### config.mk
export PLATFORM = sky130hd
export DESIGN_NAME = mem_read_arbiter
export DESIGN_NICKNAME = d
export VERILOG_FILES = /design/src/rtl/mem_read_arbiter.sv
export SDC_FILE = /design/constraint.sdc
export NUM_CORES = 1
export LEC_CHECK = 0
export CAP_MARGIN = 25
export CORE_UTILIZATION = 32
export CTS_CLUSTER_SIZE = 20
export DETAILED_ROUTE_END_ITERATION = 16
export PLACE_DENSITY = 0.76
export SKIP_LAST_GASP = 1
export SYNTH_ARGS = -nofsm -noshare
export SYNTH_HDL_FRONTEND = slang
export SYNTH_SLANG_ARGS = --single-unit
### constraint.sdc
create_clock -name clk -period 2.1 [get_ports clk]
set_input_delay 0.42 -clock clk [delete_from_list [all_inputs] [get_ports clk]]
set_output_delay 0.42 -clock clk [all_outputs]
set_load 0.01 [all_outputs]
### src/rtl/mem_read_arbiter.sv
// ---------------------------------------------------------------------------
// mem_read_arbiter
//
// Shares one registered-output block RAM read port between the CPU and the
// rectangle-copy controller. One read is granted per cycle at most. Read
// data comes back one cycle after the grant, and the requester that owns it
// is marked by its rvalid pulse.
//
// Priority within a cycle:
//   1. A CPU that has waited MAX_WAIT cycles is granted (starvation guard).
//   2. Copy, while copy_lock is held and copy_req is high.
//   3. Round-robin. A sole requester wins. On a tie, the requester that was
//      not granted most recently wins.
//
// Ports
//   clk, reset                     clock, synchronous active-high reset
//   cpu_req/cpu_addr/cpu_gnt       CPU read request, address, grant (comb)
//   cpu_rvalid/cpu_rdata           CPU read data and its qualifier
//   copy_req/copy_addr/copy_gnt    copy read request, address, grant (comb)
//   copy_lock                      copy burst in progress (raises copy priority)
//   copy_rvalid/copy_rdata         copy read data and its qualifier
//   mem_dout_addr                  RAM read address (last granted address when idle)
//   mem_dout                       RAM read data, one cycle after the address
// ---------------------------------------------------------------------------
module mem_read_arbiter #(
    parameter int DATA_WIDTH = 13,
    parameter int MAX_WAIT   = 8
) (
    input  logic                  clk,
    input  logic                  reset,
    input  logic                  cpu_req,
    input  logic [DATA_WIDTH-1:0] cpu_addr,
    output logic                  cpu_gnt,
    output logic                  cpu_rvalid,
    output logic [15:0]           cpu_rdata,
    input  logic                  copy_req,
    input  logic [DATA_WIDTH-1:0] copy_addr,
    input  logic                  copy_lock,
    output logic                  copy_gnt,
    output logic                  copy_rvalid,
    output logic [15:0]           copy_rdata,
    output logic [DATA_WIDTH-1:0] mem_dout_addr,
    input  logic [15:0]           mem_dout
);

    localparam logic [7:0] WAIT_LIMIT = 8'(MAX_WAIT);

    // last_grant_copy_q: 1 = copy was granted most recently, 0 = CPU.
    logic                  last_grant_copy_q, last_grant_copy_d;
    logic [7:0]            wait_cnt_q,        wait_cnt_d;
    logic [DATA_WIDTH-1:0] last_addr_q,       last_addr_d;
    logic                  cpu_rvalid_q,      cpu_rvalid_d;
    logic                  copy_rvalid_q,     copy_rvalid_d;

    function automatic logic [7:0] sat_inc(input logic [7:0] v);
        return (v >= WAIT_LIMIT) ? WAIT_LIMIT : v + 8'd1;
    endfunction

    // Grant decision. Reset blocks every grant, even when requests are high.
    always_comb begin
        cpu_gnt  = 1'b0;
        copy_gnt = 1'b0;
        if (!reset) begin
            if (cpu_req && (wait_cnt_q == WAIT_LIMIT)) begin
                cpu_gnt = 1'b1;
            end else if (copy_lock && copy_req) begin
                copy_gnt = 1'b1;
            end else if (cpu_req && copy_req) begin
                if (last_grant_copy_q) cpu_gnt  = 1'b1;
                else                   copy_gnt = 1'b1;
            end else if (cpu_req) begin
                cpu_gnt = 1'b1;
            end else if (copy_req) begin
                copy_gnt = 1'b1;
            end
        end
    end

    // Next-state values for the arbitration state and the read-return flags.
    always_comb begin
        last_grant_copy_d = last_grant_copy_q;
        last_addr_d       = last_addr_q;
        if (cpu_gnt) begin
            last_grant_copy_d = 1'b0;
            last_addr_d       = cpu_addr;
        end else if (copy_gnt) begin
            last_grant_copy_d = 1'b1;
            last_addr_d       = copy_addr;
        end

        if (cpu_req && !cpu_gnt) wait_cnt_d = sat_inc(wait_cnt_q);
        else                     wait_cnt_d = 8'd0;

        cpu_rvalid_d  = cpu_gnt;
        copy_rvalid_d = copy_gnt;
    end

    always_ff @(posedge clk) begin
        if (reset) begin
            last_grant_copy_q <= 1'b0;
            wait_cnt_q        <= 8'd0;
            last_addr_q       <= '0;
            cpu_rvalid_q      <= 1'b0;
            copy_rvalid_q     <= 1'b0;
        end else begin
            last_grant_copy_q <= last_grant_copy_d;
            wait_cnt_q        <= wait_cnt_d;
            last_addr_q       <= last_addr_d;
            cpu_rvalid_q      <= cpu_rvalid_d;
            copy_rvalid_q     <= copy_rvalid_d;
        end
    end

    // The address is driven straight through in a grant cycle. Otherwise it
    // holds the last granted address, so the RAM output stays stable.
    assign mem_dout_addr = cpu_gnt  ? cpu_addr  :
                           copy_gnt ? copy_addr : last_addr_q;

    // Reset takes priority over rvalid. If reset arrives in the cycle after a
    // grant, it hides the pulse that the flop would otherwise present.
    assign cpu_rvalid  = cpu_rvalid_q  & ~reset;
    assign copy_rvalid = copy_rvalid_q & ~reset;

    assign cpu_rdata   = mem_dout;
    assign copy_rdata  = mem_dout;

endmodule

-- Yosys cells after proc, flatten, opt, wreduce, memory -nomap -nowiden
Index checks and enable logic that the tools add are counted.
- register bits: 24
- bits in latches: 0
- memory bits (writable): 0
- bits in read-only memories: 0
- input port bits: 47
- output and inout bits: 49
- word-level logic and storage cells: 37
- memories kept: 0
- $add $sub $neg: 1
- $mul: 0
- div/mod/pow operators: 0
- order comparisons: 1
- equal/unequal tests: 1
- shift-type cells: 0
- muxes and demuxes: 16
- bitwise logic cells: 4
- reduce and logical (&&, ||, !) cells: 8
- operator list (kind ; number):
    $mux W13 ; 2
    $mux W1 ; 13
    $add A8 B1 Y8 const B ; 1
    $eq A8 B4 Y1 const B ; 1
    $ge A8 B4 Y1 const B ; 1
    $logic_and A1 B1 Y1 ; 4
    $mux W4 ; 1
    $reduce_or A2 Y1 ; 2
    $reduce_or A3 Y1 ; 1
    $and A1 B1 Y1 ; 2
    $not A1 Y1 ; 2
    $logic_not A1 Y1 ; 1

-- Logic depth before layout (Yosys ltp)
Gate-level depths: netlist (run 1).
- word-level depth: 9
- depth in mapped cells: 9
- gate-level depth less buffers: 6

-- Least setup slack after synthesis (run 1)
OpenSTA, ideal clock, no wires.
- path kind: reg2out
- start: register wait_cnt_q[7]
- end: output port mem_dout_addr[10]
- data arrival time: 1.921 ns
- required time: 1.680 ns
- path slack: -0.241 ns
- cell stages (with the launch flop): 9
- buffers on the path: 4
- cell sequence: dfxtp_1 or4_1 buf_2 or2_1 clkbuf_2 a21o_1 buf_6 buf_4 a21oi_1
- word-level cells in the longest chain between the ends: 6
- elaborated cells on any way between the ends: 8
- those cells by class: eq/ne: 1; mux: 6; reduce/logical: 1
- RTL lines (element ; line ; RTL):
    from (decl) ; 50 ; logic [7:0] wait_cnt_q, wait_cnt_d;
    from (signal assigned) ; 107 ; wait_cnt_q <= wait_cnt_d;
    $eq A8 B4 Y1 (*) ; 64 ; if (cpu_req && (wait_cnt_q == WAIT_LIMIT)) begin
    $logic_and A1 B1 Y1 (*) ; 64 ;
    $mux W1 ; 64 ;
    $mux W1 ; 63 ; if (!reset) begin
    $mux W13 ; -- ;
    $mux W13 (*) ; -- ;
    to (decl) ; 42 ; output logic [DATA_WIDTH-1:0] mem_dout_addr,
Mark *: on every way between the ends. The rest lies on a longest branch, timed or not.

-- Final worst setup path (run 1)
- start: register wait_cnt_q[5]
- end: output port mem_dout_addr[7]
Same word-level chain as after synthesis.

==> qor.yml, run 1 <==
cells_and_area:
  nets: 275
  multiInputGateArea_um2: 1030
  postLayoutCoreUtil: 0.6628
  diodes: 0
  nFillCells: 283
  syn_to_final_growth_pct: 92.07
  drive_gt1_frac: 0.6044
  seq_area_um2: 480.5
route:
  wl_mm: 4.192
  ant_nets: 0
  via_per_inst: 4.785
  vias: 1316
  drcViolationCount: 0
  dr.pass1.iters: 3
  drtIter0Drc: 23
  wl_per_cell_um: 15.24
sta:
  finalSetupViolations: 16
  period_needed_ps: 2630
  setup_ws_ps: -530.0
  hold_viol_final: 0
  fin_tns_setup_ps: -6855
  rsz0062_at_grt: "yes"
  max_freq_ghz: 0.3802
  final_max_slew_viol_count: 0
  holdWs_ps: 536.5
  post-route-period-util: 1.252
  fin_skew_ps: 5.532
yosys:
  synth_top_area_share: 0.3383
  synth_edf_count: 0
  yosys_warnings: 0
  yosysMostFrequentCell: "buf_4"
  synth.distinct_cells: 27
  synthMuxAreaShare: 0.09163
  syn_inst: 152
  synth_compound_area_frac: 0.2449
  synthAdderAreaFrac: 0.01762
  async_reset_ff_frac: 0
  ys.flop_type: "dfxtp_1"
  synthTopCellsByCount: "buf_4, dfxtp_1, a211oi_1, a21oi_1, mux2i_1"
  synth_top_family_by_area: "compound AO/OA/AOI/OAI gates"
  yosys.area.top_type: "dfxtp_1"
  synth_xor_area_frac: 0.006167
  yosys.area_share.simple: 0.05815
  ys_seq_area_frac: 0.3383
  synth_seq_cells: 24
  avgSynthCellArea_um2: 9.343
  synthTopCellsByArea: "dfxtp_1, buf_4, a211oi_1"
  syn_area_um2: 1420
run:
  cap_violations: 0
clock_tree:
  cts_tree: "yes"
  clkLatencyLatePin_ps: 270
  cts_hold_buf: 0
  cts_buffer_depth: 2
  clkSinkCount: 24
  cts_root_buf: "clkbuf_8"
  ctsHtreeMaxLevel: 1
  cts_buffers: 3
  path_clk_slew_ps: 90
floorplanning:
  die_y_um: 68.62
  num_rows: 23
  start_util: 0.3451
  core_area_um2: 4115
  chipWidth_um: 68.62
  dieArea_um2: 4708
  io_pins: 96
critical_path:
  critPathLaunchType: "flip-flop"
  critPathRequiredTime_ps: 1680
  critPathKind: "flip-flop to primary output"
  crit_fanout: 9
  crit_top_cell: "buf_12"
  crit_arrival_ps: 2210
  worstPathCellList: "or4_4, or2_4, buf_12, buf_12, a211oi_2, a21oi_4, buf_2"
  slowest_delay_ps: 560
  cp-end-kind: "primary output"
  cp_slowest_cell: "or4_4"
pwr:
  peakVddDrop_uv: 235.1
  seq_power_share: 0.377
  cellPowerDensity_nw_per_um2: 488.0
  total_power_w: 0.001331
  pwr-share-clk: 0.244
  combPwrFrac: 0.378
  sw_frac_of_total: 0.2811
  internal-power_w: 0.0009569
  power.switching_w: 0.0003743
  p_leak_nw: 1.070
placed_design:
  gp_congestion: 0.7298
  dpl.hpwl_mm: 2.794
  post-place-ws_ps: -846.7
  numPortBuffers: 47
global_route:
  grt_pass1_wl_mm: 6.513
  gr-total-overflow: 0
  grt_pass1_vias: 1418
  grt_max_degree: 31
  antenna_found_initial: 0
  grt_use_total: 0.1936
status:
  outcome: "finished with violations"
  violations: "setup timing"
hold_path:
  hp-class: "flip-flop to flip-flop"
through the flow:
| step | area, um2 | cells |
|---|---|---|
| 4_1_cts | 2651 | 270 |
| 6_report | 2728 | 275 |
| 3_3_place_gp | 2248 | 249 |
| 5_1_grt | 2728 | 275 |
| 2_1_floorplan | 1683 | 155 |
| 3_5_place_dp | 2248 | 249 |
final timing paths:
| check | start | to | cells past startpoint | slack (ps) |
|---|---|---|---|---|
| max reg2reg | wait_cnt_q[5]$_SDFF_PP0_ | last_addr_q[10]$_SDFF_PP0_ | 9 | -90 |
| min | wait_cnt_q[0]$_SDFF_PP0_ | wait_cnt_q[0]$_SDFF_PP0_ | 2 | 540 |
| max | wait_cnt_q[5]$_SDFF_PP0_ | mem_dout_addr[7] | 7 | -530 |
| min reg2reg | wait_cnt_q[0]$_SDFF_PP0_ | wait_cnt_q[0]$_SDFF_PP0_ | 2 | 540 |
sequential cells by signal, summed over array words and instances, names as in the netlist:
name               flops
last_addr_q           13
cpu_rvalid_q           1
last_grant_copy_q      1
wait_cnt_q             8
copy_rvalid_q          1
cell usage in the layout, fill, tap and decap left out, drive strengths merged:
cell,synthesis,final
inv,8,7
a21o,2,2
a31o,1,1
conb,1,4
nand4b,1,1
buf,38,77
or2,1,1
xnor2,1,1
dfxtp,24,24
clkinv,0,1
nor3,1,1
ha,2,2
mux2i,13,13
a211oi,26,26
clkdlybuf4s50,0,29
nor2,5,5
nand2b,1,1
nand3,1,1
dlygate4sd2,0,3
or3,1,1
a21oi,14,14
o221ai,1,1
clkbuf,5,4
nor2b,3,3
or4,1,1
a22oi,1,1
area by class of cell:
type,instances,share of cell area
Timing Repair Buffer,109,0.3904
Sequential cell,24,0.1761
Tap cell,50,0.02294
Multi-Input combinational cell,80,0.3775
Inverter,8,0.01284
Clock buffer,4,0.02018
cell families (layout without fill, tap and decap cells):
logic type,Yosys count,after routing
fa+ha+maj,2,2
xor+xnor,1,1
flops,24,24
simple gates,15,15
mux,13,13
compound gates,45,45
buf+inv,51,121
other cells,1,4
metal layers:
metal  global-route usage  vias to the layer above  wire, um
li1                     -                      646         -
met1               0.2010                      617      1614
met2               0.3652                       39      2218
met3              0.03618                       14       219
met4              0.09896                        0       139
met5                    0                        -         0
critical path, delay by kind of cell (launching register included):
kind | cells | cell delay, ps
AO/OA/AOI/OAI | 2 | 330
flip-flops | 1 | 310
buffers and inverters | 3 | 430
AND/OR/NAND/NOR | 2 | 860
power groups by stage:
stage | sequential [W] | combinational (W) | clock [W]
after global routing | 0.000506 | 0.000533 | 0.000350
final | 0.000502 | 0.000503 | 0.000325
after floorplan | 0.000502 | 0.000264 | 0
after detailed placement | 0.000505 | 0.000403 | 0
after CTS | 0.000502 | 0.000488 | 0.000326
after global placement | 0.000503 | 0.000393 | 0
repair_timing:
item	in CTS	in global routing
setup endpoints to repair	17	22
cloned	1	0
resized for setup	110	14
pin swaps	14	7
setup buffers	16	9
No activity file was read; power rests on OpenSTA's default activity.
==> inputs of run 2 (changes only) <==
--- a/config.mk
+++ b/config.mk
@@ -9,7 +9,8 @@
 export CORE_UTILIZATION = 32
 export CTS_CLUSTER_SIZE = 20
 export DETAILED_ROUTE_END_ITERATION = 16
-export PLACE_DENSITY = 0.76
+export PLACE_DENSITY = 0.83
+export SETUP_SLACK_MARGIN = 0.5
 export SKIP_LAST_GASP = 1
 export SYNTH_ARGS = -nofsm -noshare
 export SYNTH_HDL_FRONTEND = slang
==> run 2 against run 1 <==
  * The flow still finishes with violations (setup timing)
  * Worst setup slack worse by 17 ps
  * Utilization is 4.4 points higher
  * Non-clock buffer count grew 17
  * Cell area rose by 6.7%
  * Power is 4.2% higher
  * Clock skew decreased by 2.8 ps
  * Fmax fell by 0.65%
  * Combinational power up 15%
  * Clock power decreased by 5%
  * First-iteration DRC count grew 96%
  * Sequential cell count did not move
  * Global-route usage decreased by 0.090 points
  * Critical path type unchanged
  * Largest cell class unchanged
==> qor.yml, run 2 (same netlist as run 1, synthesis figures left out) <==
status:
  outcome: "finished with violations"
  violations: "setup timing"
placed_design:
  gp_congestion: 0.7342
  numPlacedInstances: 255
  numPortBuffers: 47
  dpl.hpwl_mm: 2.705
  dpl_cell_area_um2: 2302
cells_and_area:
  drive_gt1_frac: 0.6529
  stdcell_area_um2: 2909
  diodes: 0
  largest-register: "last_addr_q"
  syn_to_final_growth_pct: 104.8
  reg_top3: "last_addr_q x13, wait_cnt_q x8"
  layout_commonest_cell: "buf_4"
  layout.cells.non_filler: 292
  seq_area_um2: 481.7
  nFillCells: 278
  layout_common_cells: "buf_4, buf_6, clkdlybuf4s50_1"
  multiInputGateArea_um2: 1060
  nets: 292
  largest_register_ff_count: 13
route:
  drcViolationCount: 0
  dr.pass1.iters: 4
  via_per_inst: 4.729
  wl_per_cell_um: 16.27
  wl_mm: 4.751
  drtIter0Drc: 45
  vias: 1381
  ant_nets: 0
global_route:
  gr-total-overflow: 0
  grt_max_degree: 16
  antenna_found_initial: 0
  grt_pass1_vias: 1427
  grt_pass1_wl_mm: 6.568
  grt_use_total: 0.1927
floorplanning:
  num_rows: 23
  dieArea_um2: 4708
  chipWidth_um: 68.62
  start_util: 0.3451
  die_y_um: 68.62
  io_pins: 96
  core_area_um2: 4115
sta:
  final_max_slew_viol_count: 0
  rsz0062_at_grt: "yes"
  holdWs_ps: 533.4
  fin_tns_setup_ps: -8113
  post-route-period-util: 1.260
  finalSetupViolations: 24
  period_needed_ps: 2647
  hold_viol_final: 0
  fin_skew_ps: 2.706
  setup_ws_ps: -547.0
  max_freq_ghz: 0.3778
critical_path:
  crit_arrival_ps: 2230
  critPathRequiredTime_ps: 1680
  cp-end-kind: "primary output"
  critPathKind: "flip-flop to primary output"
  crit_fanout: 8
  critPathLaunchType: "flip-flop"
clock_tree:
  clkSinkCount: 24
  cts_root_buf: "clkbuf_8"
  cts_buffer_depth: 2
  ctsHtreeMaxLevel: 1
  cts_tree: "yes"
  path_clk_slew_ps: 80
  cts_buffers: 3
  clkLatencyLatePin_ps: 260
pwr:
  total_power_w: 0.001387
  peakVddDrop_uv: 302.8
  p_leak_nw: 1.187
  cellPowerDensity_nw_per_um2: 476.8
hold_path:
  hp-class: "input port to flip-flop"
run:
  cap_violations: 0
-- run 2: changes by cell type in the layout (fill, tap and decap cells not counted), moves of 2 or more --
cell	before	now
a211oi_2	19	12
a211oi_4	2	8
buf_12	8	4
buf_2	2	6
buf_4	47	51
buf_6	20	31
clkdlybuf4s50_1	29	27
mux2i_1	0	3
mux2i_4	13	10
nor2_1	5	2
nor2_2	0	2
-- run 2: where the power goes --
| group | internal (W) | switching, W | leakage, nW | total (W) |
|---|---|---|---|---|
| Combinational | 0.000355 | 0.000222 | 0.960 | 0.000577 |
| Clock | 0.000167 | 0.000142 | 0.0288 | 0.000309 |
| Sequential | 0.000484 | 0.0000170 | 0.198 | 0.000501 |
| Total | 0.00101 | 0.000381 | 1.19 | 0.00139 |
-- run 2: through the flow --
step                      utilization  setup WS, ps
final                          0.7069        -547.0
after global routing           0.7069        -612.8
after CTS                      0.6613        -532.0
after detailed placement       0.5594        -863.6
after global placement         0.5594        -772.6
after floorplan                     -        -172.4
-- run 2: final timing paths --
check,from,endpoint,slack (ps),cells after the start
setup reg to reg,wait_cnt_q[6]$_SDFF_PP0_,last_addr_q[8]$_SDFF_PP0_,-180,8
hold / removal,reset,wait_cnt_q[3]$_SDFF_PP0_,530,4
setup / recovery,wait_cnt_q[6]$_SDFF_PP0_,mem_dout_addr[9],-550,7
hold reg to reg,wait_cnt_q[0]$_SDFF_PP0_,wait_cnt_q[0]$_SDFF_PP0_,550,2
-- run 2: worst max-delay path, cell delays in order, from the launching register on --
cell and delay (ps):
dfxtp_2 320, or4_4 560, or2_4 290, a21o_4 220
buf_12 150, buf_4 180, a21oi_4 120, buf_6 110
-- run 2: routing by layer --
layer / vias up / global-route usage / wire length (um)
li1: 674 / - / -
met1: 663 / 0.2094 / 1795
met5: - / 0 / 0
met4: 0 / 0.08073 / 96
met3: 8 / 0.02303 / 226
met2: 36 / 0.3701 / 2632
-- run 2: repair_timing --
| item | in CTS | in global routing |
|---|---|---|
| pin swaps | 10 | 6 |
| hold buffers | 0 | 0 |
| setup buffers | 20 | 11 |
| resized for setup | 106 | 30 |
| cloned | 2 | 0 |
| setup endpoints to repair | 34 | 34 |
-- run 2: final cells by class --
class                           instances  share of cell area
Clock buffer                            4             0.01892
Inverter                                8             0.01032
Multi-Input combinational cell         80              0.3643
Sequential cell                        24              0.1656
Tap cell                               50             0.02151
Timing Repair Buffer                  126              0.4194
==> inputs of run 3 (changes only) <==
--- a/config.mk
+++ b/config.mk
@@ -10,7 +10,6 @@
 export CTS_CLUSTER_SIZE = 20
 export DETAILED_ROUTE_END_ITERATION = 16
 export PLACE_DENSITY = 0.83
-export SETUP_SLACK_MARGIN = 0.5
 export SKIP_LAST_GASP = 1
 export SYNTH_ARGS = -nofsm -noshare
 export SYNTH_HDL_FRONTEND = slang
==> run 3 against run 2 <==
  * The run still ends with setup timing left
  * First-iteration DRC count up 22%
  * Combinational power is 7.6% lower
  * Global-route usage shrank 0.78 points
  * Sequential cell count unchanged
  * Clock skew up 1.6 ps
  * Critical endpoint is now mem_dout_addr[12]
  * Largest cell class unchanged
  * Highest routed layer unchanged
==> qor.yml, run 3 (same netlist as run 1, synthesis figures left out) <==
sta:
  period_needed_ps: 2665
  fin_skew_ps: 4.271
  finalSetupViolations: 22
  max_freq_ghz: 0.3752
  hold_viol_final: 0
  rsz0062_at_grt: "yes"
  post-route-period-util: 1.269
  setup_ws_ps: -565.4
  final_max_slew_viol_count: 0
  holdWs_ps: 533.7
status:
  violations: "setup timing"
  outcome: "finished with violations"
clock_tree:
  cts_tree: "yes"
  clkSinkCount: 24
  clkLatencyLatePin_ps: 270
  cts_buffers: 3
  ctsHtreeMaxLevel: 1
  cts_root_buf: "clkbuf_8"
  path_clk_slew_ps: 90
  cts_buffer_depth: 2
floorplanning:
  chipWidth_um: 68.62
  num_rows: 23
  io_pins: 96
  dieArea_um2: 4708
  core_area_um2: 4115
  die_y_um: 68.62
  start_util: 0.3451
cells_and_area:
  drive_gt1_frac: 0.5974
  nFillCells: 291
  layout_common_cells: "buf_4, clkdlybuf4s50_1, buf_6"
  largest-register: "last_addr_q"
  layout_commonest_cell: "buf_4"
  nets: 281
  largest_register_ff_count: 13
  reg_top3: "last_addr_q x13, wait_cnt_q x8"
  syn_to_final_growth_pct: 95.95
  stdcell_area_um2: 2783
  diodes: 0
pwr:
  internal-power_w: 0.001065
  p_leak_nw: 1.113
  seq_power_share: 0.347
  sw_frac_of_total: 0.2657
  peakVddDrop_uv: 333.9
  combPwrFrac: 0.367
  cellPowerDensity_nw_per_um2: 521.0
  pwr-share-clk: 0.286
  power.switching_w: 0.0003853
route:
  wl_per_cell_um: 16.52
  vias: 1391
  wl_mm: 4.643
  drtIter0Drc: 55
  ant_nets: 0
  dr.pass1.iters: 5
  drcViolationCount: 0
  via_per_inst: 4.950
global_route:
  grt_max_degree: 31
  grt_pass1_wl_mm: 6.341
  grt_use_total: 0.1848
  antenna_found_initial: 0
  gr-total-overflow: 0
  grt_pass1_vias: 1397
placed_design:
  dpl.hpwl_mm: 2.596
  gp_congestion: 0.7344
  dpl_cell_area_um2: 2201
  numPortBuffers: 47
critical_path:
  critPathKind: "flip-flop to primary output"
  critPathRequiredTime_ps: 1680
  cp-end-kind: "primary output"
  critPathBufInv: 3
  crit_arrival_ps: 2250
  r2r_setup_slack_ps: -80
  crit_top_cell: "buf_12"
  slowest_delay_ps: 570
  critPathLaunchType: "flip-flop"
  cpLargestDelayFamily: "simple AND/OR/NAND/NOR gates"
  worstPathCellList: "or4_4, o221ai_4, buf_12, buf_12, mux2i_4, a21oi_4, buf_6"
  crit_fanout: 5
  cp_slowest_cell: "or4_4"
run:
  cap_violations: 0
hold_path:
  hp-class: "flip-flop to flip-flop"
run 3: changes by cell type in the layout (fill, tap and decap cells not counted), sizes merged:
| cell | delta |
|---|---|
| buf | -12 |
| bufbuf | -1 |
| bufinv | +1 |
| clkbuf | -1 |
| clkdlybuf4s50 | +2 |
| dlygate4sd2 | +1 |
| dlymetal6s2s | -1 |
run 3: cell type report:
cell class,instances,area [um2],area share
Timing Repair Buffer,115,1131,0.4065
Multi-Input combinational cell,80,1007,0.3620
Sequential cell,24,480.5,0.1727
Tap cell,50,62.56,0.02248
Clock buffer,3,41.29,0.01484
Clock inverter,1,30.03,0.01079
Inverter,8,30.03,0.01079
run 3: worst paths after layout:
check / start / endpoint / cells past startpoint
min: wait_cnt_q[0]$_SDFF_PP0_ / wait_cnt_q[0]$_SDFF_PP0_ / 2
min reg2reg: wait_cnt_q[0]$_SDFF_PP0_ / wait_cnt_q[0]$_SDFF_PP0_ / 2
max reg2reg: wait_cnt_q[5]$_SDFF_PP0_ / last_addr_q[12]$_SDFF_PP0_ / 8
max: wait_cnt_q[5]$_SDFF_PP0_ / mem_dout_addr[12] / 7
run 3: power by group through the flow:
stage	clock [W]	combinational, W	sequential (W)
2_1_floorplan	0	0.000264	0.000502
5_1_grt	0.000444	0.000559	0.000505
4_1_cts	0.000413	0.000469	0.000502
3_3_place_gp	0	0.000387	0.000503
3_5_place_dp	0	0.000393	0.000505
6_report	0.000414	0.000533	0.000503
run 3: stage by stage:
| stage | cells | power, W | setup TNS (ps) | util | setup WS [ps] |
|---|---|---|---|---|---|
| floorplan | 155 | 0.0007666 | -2324 | - | -172.4 |
| global placement | 246 | 0.0008899 | -13960 | 0.5348 | -837.7 |
| detailed placement | 246 | 0.0008980 | -14910 | 0.5348 | -878.6 |
| CTS | 271 | 0.001384 | -7248 | 0.6364 | -525.5 |
| global route | 281 | 0.001508 | -9115 | 0.6762 | -630.3 |
| finish | 281 | 0.001450 | -7795 | 0.6762 | -565.4 |
run 3: per-layer routing:
layer	wire (um)	GRT usage
met5	0	0
met4	114	0.07292
met3	225	0.01974
met2	2528	0.3713
met1	1775	0.1908
run 3: timing repair:
action	in CTS	in global routing
gates cloned	0	1
endpoints found under the hold margin	0	0
gates resized for setup	100	16
setup endpoints to repair	22	20
hold buffers	0	0
pin swaps	15	2
setup buffers	22	9
run 3: worst min-delay path, stage by stage, from the launching register on:
cell     delay (ps)
dfxtp_1         340
buf_4           120
nor2_1           40
